$ cat config.mk
export PLATFORM = sky130hd
export DESIGN_NAME = fta_io_arbiter128
export DESIGN_NICKNAME = d
export VERILOG_FILES = /design/src/rtl/fta_bus_pkg.sv /design/src/rtl/fta_rr_arbiter.sv /design/src/rtl/fta_io_arbiter128.sv
export SDC_FILE = /design/constraint.sdc
export NUM_CORES = 1
export LEC_CHECK = 0
export CAP_MARGIN = 40
export CORE_AREA = 4 4 712 714
export CTS_CLUSTER_DIAMETER = 200
export CTS_CLUSTER_SIZE = 10
export DETAILED_ROUTE_END_ITERATION = 7
export DIE_AREA = 0 0 716 718
export DONT_BUFFER_PORTS = 1
export GPL_TIMING_DRIVEN = 1
export HOLD_SLACK_MARGIN = 0.06
export PLACE_DENSITY_LB_ADDON = 0.15
export SYNTH_ARGS = -nofsm -noshare
export SYNTH_HDL_FRONTEND = slang
export SYNTH_SLANG_ARGS = --single-unit
$ cat constraint.sdc
create_clock -name clk_i -period 2.6 [get_ports clk_i]
set_input_delay 0.52 -clock clk_i [delete_from_list [all_inputs] [get_ports clk_i]]
set_output_delay 0.52 -clock clk_i [all_outputs]
set_load 0.05 [all_outputs]
$ cat src/rtl/fta_bus_pkg.sv
// fta_bus_pkg: 128-bit FTA request/response types, I/O arbiter state enum and timer width helpers
package fta_bus_pkg;
  typedef struct packed {
    logic         cyc;
    logic         stb;
    logic         we;
    logic [15:0]  sel;
    logic [7:0]   tid;
    logic [31:0]  padr;
    logic [127:0] dat;
  } fta_cmd_request128_t;
  typedef struct packed {
    logic         ack;
    logic         err;
    logic         rty;
    logic [7:0]   tid;
    logic [31:0]  adr;
    logic [127:0] dat;
  } fta_cmd_response128_t;
  typedef enum logic [1:0] {IDLE, ISSUE, WAIT_RESP, REPLY} arb_state_e;
  localparam int TIMEOUT_DEF = 255;
  localparam int TIMER_W = $clog2(TIMEOUT_DEF + 1);
  function automatic int timer_w(input int timeout);
    return $clog2(timeout + 1);
  endfunction
endpackage

$ cat src/rtl/fta_rr_arbiter.sv
// fta_rr_arbiter: combinational round-robin pick; req vector + ptr in, one-hot gnt, binary idx and any out
module fta_rr_arbiter #(
  parameter int NREQ = 4
) (
  input  logic [NREQ-1:0]         req,
  input  logic [$clog2(NREQ)-1:0] ptr,
  output logic [NREQ-1:0]         gnt,
  output logic [$clog2(NREQ)-1:0] idx,
  output logic                    any
);
  localparam int IW = $clog2(NREQ);
  logic [IW:0] pos;
  always_comb begin
    idx = '0;
    any = 1'b0;
    pos = '0;
    for (int k = NREQ - 1; k >= 0; k--) begin
      pos = {1'b0, ptr} + (IW + 1)'(k);
      pos = pos >= (IW + 1)'(NREQ) ? pos - (IW + 1)'(NREQ) : pos;
      if (req[pos[IW-1:0]]) begin
        idx = pos[IW-1:0];
        any = 1'b1;
      end
    end
    gnt = any ? NREQ'(1) << idx : '0;
  end
endmodule

$ cat src/rtl/fta_io_arbiter128.sv
// fta_io_arbiter128: round-robin share of the bridge slave port; req/resp/gnt per requester, m_req/m_resp to bridge, timeout_o pulse, stale_cnt
module fta_io_arbiter128
  import fta_bus_pkg::*;
#(
  parameter int NREQ    = 4,
  parameter int TIMEOUT = 255
) (
  input  logic                 clk_i,
  input  logic                 rst_i,
  input  fta_cmd_request128_t  req [NREQ],
  output fta_cmd_response128_t resp [NREQ],
  output logic [NREQ-1:0]      gnt,
  output fta_cmd_request128_t  m_req,
  input  fta_cmd_response128_t m_resp,
  output logic                 timeout_o,
  output logic [15:0]          stale_cnt
);
  localparam int IW = $clog2(NREQ);
  localparam int TW = timer_w(TIMEOUT);
  arb_state_e state, state_n;
  logic [NREQ-1:0] cyc_v, sel_gnt, lgnt;
  logic [IW-1:0] sel_idx, idx, ptr;
  logic sel_any, rsp_v, hit, tmo;
  logic [TW-1:0] timer;
  fta_cmd_request128_t lreq;
  fta_cmd_response128_t cap, to_rsp;
  fta_rr_arbiter #(.NREQ(NREQ)) u_rr (
    .req(cyc_v),
    .ptr(ptr),
    .gnt(sel_gnt),
    .idx(sel_idx),
    .any(sel_any)
  );
  always_comb begin
    cyc_v = '0;
    for (int k = 0; k < NREQ; k++) cyc_v[k] = req[k].cyc;
  end
  always_comb begin
    rsp_v = m_resp.ack | m_resp.err | m_resp.rty;
    hit = state == WAIT_RESP && rsp_v && m_resp.tid == lreq.tid;
    tmo = state == WAIT_RESP && !hit && timer == TW'(TIMEOUT);
    to_rsp = '0;
    to_rsp.err = 1'b1;
    to_rsp.tid = lreq.tid;
    to_rsp.adr = lreq.padr;
  end
  always_ff @(posedge clk_i) state <= rst_i ? IDLE : state_n;
  always_comb begin
    state_n = state;
    case (state)
      IDLE:      state_n = sel_any ? ISSUE : IDLE;
      ISSUE:     state_n = WAIT_RESP;
      WAIT_RESP: state_n = (hit || tmo) ? REPLY : WAIT_RESP;
      default:   state_n = IDLE;
    endcase
  end
  always_ff @(posedge clk_i) begin
    if (rst_i) begin
      ptr <= '0;
      idx <= '0;
      lgnt <= '0;
      timer <= '0;
      lreq <= '0;
      cap <= '0;
      stale_cnt <= '0;
    end else begin
      if (state == IDLE && sel_any) begin
        lreq <= req[sel_idx];
        idx <= sel_idx;
        lgnt <= sel_gnt;
      end
      timer <= state == WAIT_RESP ? timer + TW'(1) : '0;
      if (hit) cap <= m_resp;
      else if (tmo) cap <= to_rsp;
      if (rsp_v && !hit && stale_cnt != 16'hFFFF) stale_cnt <= stale_cnt + 16'd1;
      if (state == REPLY) ptr <= idx == IW'(NREQ - 1) ? '0 : idx + IW'(1);
    end
  end
  always_comb begin
    m_req = '0;
    if (state == ISSUE) begin
      m_req = lreq;
      m_req.cyc = 1'b1;
      m_req.stb = 1'b1;
    end
    gnt = state == ISSUE ? lgnt : '0;
    timeout_o = tmo;
    for (int k = 0; k < NREQ; k++) resp[k] = (state == REPLY && idx == IW'(k)) ? cap : '0;
  end
endmodule

# Word level (Yosys, flattened, before mapping)
# Index checks and enable logic that the tools add are counted.
[op_classes] n_lt_le_gt_ge=9 reduce_logical=17 bitwise_logic=4 n_addsub=10 n_shift=1 n_mux=36 eq_ne=9
[op_table] op="2-to-1 mux 171 bit" n=6
[op_table] op="binary-select mux 187 bit (select 2 bit)" n=1
[op_table] op="2-to-1 mux 185 bit" n=2
[op_table] op="2-to-1 mux 187 bit" n=1
[op_table] op="2-to-1 mux 2 bit" n=9
[op_table] op="adder 16 x 1 -> 16 bit, second input constant" n=1
[op_table] op="!= test 16 bit, second input constant" n=1
[op_table] op="greater-or-equal comparator 3 bit, second input constant" n=4
[op_table] op="< comparator 2 x 3 -> 1 bit, second input constant" n=4
[op_table] op="logical AND 1 bit" n=11
[op_table] op="2-to-1 mux 1 bit" n=10
[op_table] op="adder 8 x 1 -> 8 bit, second input constant" n=1
[op_table] op="binary-select mux 1 bit (select 2 bit)" n=4
[op_table] op="== test 2 bit, second input constant" n=4
[op_table] op="== test 8 bit" n=1
[op_table] op="== test 8 bit, second input constant" n=1
[op_table] op="2-to-1 mux 4 bit" n=2
[op_table] op="subtractor 2 x 1 -> 2 bit, second input constant" n=4
[op_table] op="adder 2 x 2 -> 3 bit, second input constant" n=2
[op_table] op="case mux 2 bit (3 select lines)" n=1
[op_table] op="== test 2 x 1 -> 1 bit, second input constant" n=2
[op_table] op="logical NOT 2 bit" n=2
[op_table] op="left shift 1 x 2 -> 4 bit, first input constant" n=1
[op_table] op="adder 2 x 1 -> 3 bit, second input constant" n=1
[op_table] op="9 further kinds" n=10
[totals] regBits=390

# Longest topological paths before layout
[logic_depth] depth_word=13 mapped_depth=9

# By module
# A second synthesis with hierarchy kept.
[unflattened] hier_cells=3075 area_unflattened_um2=25186.7
[modules_own_cells] mod="fta_io_arbiter128" area_per_inst_um2=25010.2 cells_per_inst=3047 n_inst=1 seq_area_each_um2=7807.5
[modules_own_cells] mod="fta_rr_arbiter" area_per_inst_um2=176.4 cells_per_inst=28 n_inst=1 seq_area_each_um2=0.0

# Least setup slack after synthesis
# Ideal clock, no wire load.
[synth_timing] path_kind="input to output" start="input port m_resp[170] (netlist name)" end="output port timeout_o" stages=5 arrival_time_ns=2.309 path_slack_ns=-0.229 path_cell_list="or3_1 -> clkbuf_1 -> clkbuf_1 -> clkbuf_1 -> a21oi_1"
[synth_via] elab_chain_len=7
[synth_lines] item="start: declaration" line="fta_io_arbiter128.sv:14" text="input fta_cmd_response128_t m_resp,"
[synth_lines] item="OR 1 bit (2 in a row)" line="fta_io_arbiter128.sv:39" text="rsp_v = m_resp.ack | m_resp.err | m_resp.rty;"
[synth_lines] item="logical AND 1 bit (2 in a row)" line="fta_io_arbiter128.sv:40" text="hit = state == WAIT_RESP && rsp_v && m_resp.tid == lreq.tid;"
[synth_lines] item="logical NOT 1 bit" line="fta_io_arbiter128.sv:41" text="tmo = state == WAIT_RESP && !hit && timer == TW'(TIMEOUT);"
[synth_lines] item="logical AND 1 bit (2 in a row)" line="fta_io_arbiter128.sv:41"
[synth_lines] item="end: declaration" line="fta_io_arbiter128.sv:15" text="output logic timeout_o,"
# No other way between the ends.

==> metrics.md <==
| Metric | Value |
|---|---|
| Run status | finished, violations left |
| Violations in the final reports | setup timing |
| Buffer type at the clock tree root | sky130_fd_sc_hd__clkbuf_16 |
| Rel. slew slack | 36.6% |
| Post-layout util | 13.3% |
| Post-synthesis sequential element count | 390 |
| Critical Path Start Type | flip-flop |
| Number of flops mapped to enable cells by yosys | 0 |
| Clock network power share | between 20% and 30% |
| Number of distinct library cell variants in the gate-level netlist after synthesis | 40 |
| Number of maximum-capacitance constraint violations | 0 |
| Final ANT Viol Nets | 0 |
| Critical path fanouts, max | 21 |
| Placed instance count | roughly 11000 |
| Async S/R FF share, synth | 0% |
| Finish-stage setup viols | 882 |
| Combinational power share | 44.4% |
| Die area | 514000 um^2 |
| Endpoint of the most critical register-to-register path | lreq[107] |
| Leftover overflow at the end of global routing | 0 |
| Worst Hold Depth | 2 |
| CP top delay family | buffers and inverters |
| Cell occurring most often along the worst timing path | sky130_fd_sc_hd__buf_16 |
| Maximum buffer depth of the clock tree | 3 |
| Pleak | 0.0264 uW |
| Hold Fails Final Rpt | 0 |
| Total number of nets in the final design | between 5000 and 6000 |
| Via/cell ratio | about 3.0 |
| Half-perimeter wire length after detailed placement | 306000 um |
| IO Pins | 1813 |
| Launch point of the worst reg-to-reg path | ptr[0] |
| Worst slack at placement | -401 ps |
| Chip width | 716 um |
| Ys flop type | sky130_fd_sc_hd__dfxtp_1 |
| Worst EP required | 2080 ps |
| Global routing usage summed across all routing layers | between 10% and 20% |
| Switch share | 40.6% |
| Number of rows in the core area | 260 |
| Starting Density | 4.98% |
| Signal arrival time at the worst endpoint | 2370 ps |
| CP Class | flip-flop to output pin |
| Number of DRC violations after detailed routing | 0 |
| VDD IR max | 0.000471 V |
| Highest-delay cell along the critical path | sky130_fd_sc_hd__dfxtp_2 |
| Clock tree from TritonCTS | done |
| Synth Net Count | 4010 |
| Synthesized instance count | slightly above 3000 |
| Number of antenna violations at the first check in global routing | 273 |
| Longest individual stage delay on the worst path | 330 ps |
| Maximum number of pins on one net before global-route repair | 204 |
| Max-slew violations | 0 |
| Worst slack on hold paths | around 120 ps |
| Ordered list of cells on the worst path | buf_6, ha_4, buf_12, buf_16, buf_16, buf_16, and3_1, buf_12 |
| Average size of a mapped cell | 8.08 um^2 |
| Core Footprint | ~500000 um^2 |
| Path type of the worst min-delay path | primary input to flip-flop |
| Area overhead of the layout relative to synthesis | 168% |
| Min setup slack post-route | -286 ps |
| Height of the chip | 718 um |
| FMAX | between 0.3 and 0.4 GHz |
| Global-route wire length before repair | 451000 um |
| Clock transition at the registers of the reported paths | around 80 ps |
| Power per cell area | 395 nW/um^2 |
| Final standard cell count with taps included and fillers excluded | about 12000 |
| FF-to-FF setup slack | -180 ps |
| Average wire length per cell after detail routing | 32.4 um |
| RePlAce Congestion | ~0.98 |
| Sink Count | 390 |
| RSZ-0062 raised after global routing | true |
| Worst R2R Path Depth | 9 |
| Fraction of final layout cells with drive strength greater than 1 | 37.1% |
| Most common cell after layout, fill and taps aside | sky130_fd_sc_hd__buf_12 |
| Total length of routed wires | 379000 um |
| Sink of the worst hold path | cap[148] |
| Starting DRC count in detailed routing | 1924 |
| Clock skew after layout | 43.8 ps |
| Period utilization | 111% |
| Post-synthesis instance area | 24900 um^2 |
| Number of vias in the routed layout | about 35000 |
| Min cycle time layout | 2890 ps |
| Proportion of synthesized chip area in sequential cells | 31.4% |
| Launch instance of the worst min-delay path | m_resp[148] |
| Level count of the clock H-tree | 2 |
| Buffers & Inverters on Critical Path | 6 |
| 1st-pass router iterations | 5 |
| TritonCTS buffer count | 49 |
| Cell-internal power | 15600 uW |
| Via count of the first global-routing pass | around 35000 |
| Part of the total power dissipated in sequential elements | 28.5% |
| Switching power summed over all nets | around 11000 uW |
| Clock insertion delay at the later pin of the skew report | 750 ps |
| Kind of end point of the critical path | output pin |
| Warning count from the yosys run | 0 |
| Commonest cells after routing, fill and taps aside | sky130_fd_sc_hd__buf_12 (922), sky130_fd_sc_hd__dlygate4sd3_1 (787), sky130_fd_sc_hd__mux2i_1 (412), sky130_fd_sc_hd__and3_1 (395), sky130_fd_sc_hd__dfxtp_1 (378) |
| # port buffers | 0 |
| Measured slew at the worst slew-check pin | 947 ps |
[per-layer routing]
metal  global-route usage (%)  routed length, um
met3                     3.65              25100
met1                     15.6             147000
met4                     3.16              11200
met5                        0                613
met2                     25.4             195000
[metrics by stage]
step | total power (uW) | instance area (um^2) | TNS (ps)
2_1_floorplan | 11000 | 24900 | 0
6_report | 26400 | 66700 | -168950
4_1_cts | 26700 | 64400 | -314180
5_1_grt | 27700 | 66600 | -301820
3_3_place_gp | 15700 | 52300 | -11860
3_5_place_dp | 15700 | 52300 | -6140
[worst max-delay path by stage]
stage | startpoint | to | slack (ps) | cells after the start
5_1_grt | state[0] | resp[444] | -430 | 8
3_5_place_dp | req[747] | lreq[107] | -400 | 9
4_1_cts | state[0] | resp[553] | -450 | 8
6_report | state[0] | resp[121] | -290 | 8
2_1_floorplan | m_resp[170] | timeout_o | 30 | 5
3_3_place_gp | req[747] | lreq[146] | -590 | 9
[kinds of logic after synthesis]
family	count (synthesis)	share of synthesized area, %
AOI/OAI and AO/OA	395	11.4
DFF	390	31.4
adders and majority gates	10	0.503
and+or+nand+nor	1471	32.9
buffers and inverters	382	6.50
xor gates and xnor gates	11	0.387
muxes	420	16.9
[sequential cells by signal, indices dropped and copies added, names as in the netlist]
register / cells
cap: 171
lgnt: 4
idx: 2
stale_cnt: 16
lreq: 185
timer: 8
state: 2
ptr: 2
[area by class of cell]
type,count,area (um^2)
multi-input combinational,2307,17300
antenna,101,253
timing repair buffer,2134,31600
clock buffer,55,1320
clock inverter,7,60.1
inverter,8,40.0
tap,6681,8360
sequential,390,7830
fill,56721,434000
[power groups by stage]
stage / clock (uW) / sequential [uW] / combinational (uW)
4_1_cts: 7720 / 7550 / 11400
3_3_place_gp: 0 / 7650 / 8030
3_5_place_dp: 0 / 7650 / 8020
5_1_grt: 7750 / 7590 / 12400
2_1_floorplan: 0 / 7070 / 3910
6_report: 7160 / 7500 / 11700
[synthesized netlist by cell type, types with 26 or more instances]
master | number | area (um^2)
sky130_fd_sc_hd__and3_1 | 686 | 4290
sky130_fd_sc_hd__buf_2 | 70 | 350
sky130_fd_sc_hd__a21oi_1 | 146 | 731
sky130_fd_sc_hd__clkbuf_1 | 257 | 965
sky130_fd_sc_hd__nor2_1 | 59 | 221
sky130_fd_sc_hd__dfxtp_1 | 390 | 7810
sky130_fd_sc_hd__a211oi_1 | 39 | 293
sky130_fd_sc_hd__o221ai_1 | 186 | 1630
sky130_fd_sc_hd__nand2_1 | 214 | 803
sky130_fd_sc_hd__and2_1 | 190 | 1190
sky130_fd_sc_hd__nand3_1 | 269 | 1350
sky130_fd_sc_hd__mux2i_1 | 412 | 4120
sky130_fd_sc_hd__buf_4 | 26 | 195
[timing repair]
| item | 4_1_cts | 5_1_grt |
|---|---|---|
| cloned | 40 | 23 |
| gates resized for setup | 348 | 291 |
| pin swaps | 34 | 13 |
| buffers inserted | 45 | 22 |
| endpoints found under the hold margin | 364 | 109 |
| endpoints found under the setup margin | 887 | 916 |
| hold buffers | 785 | 6 |
No activity file was read; power rests on OpenSTA's default activity.
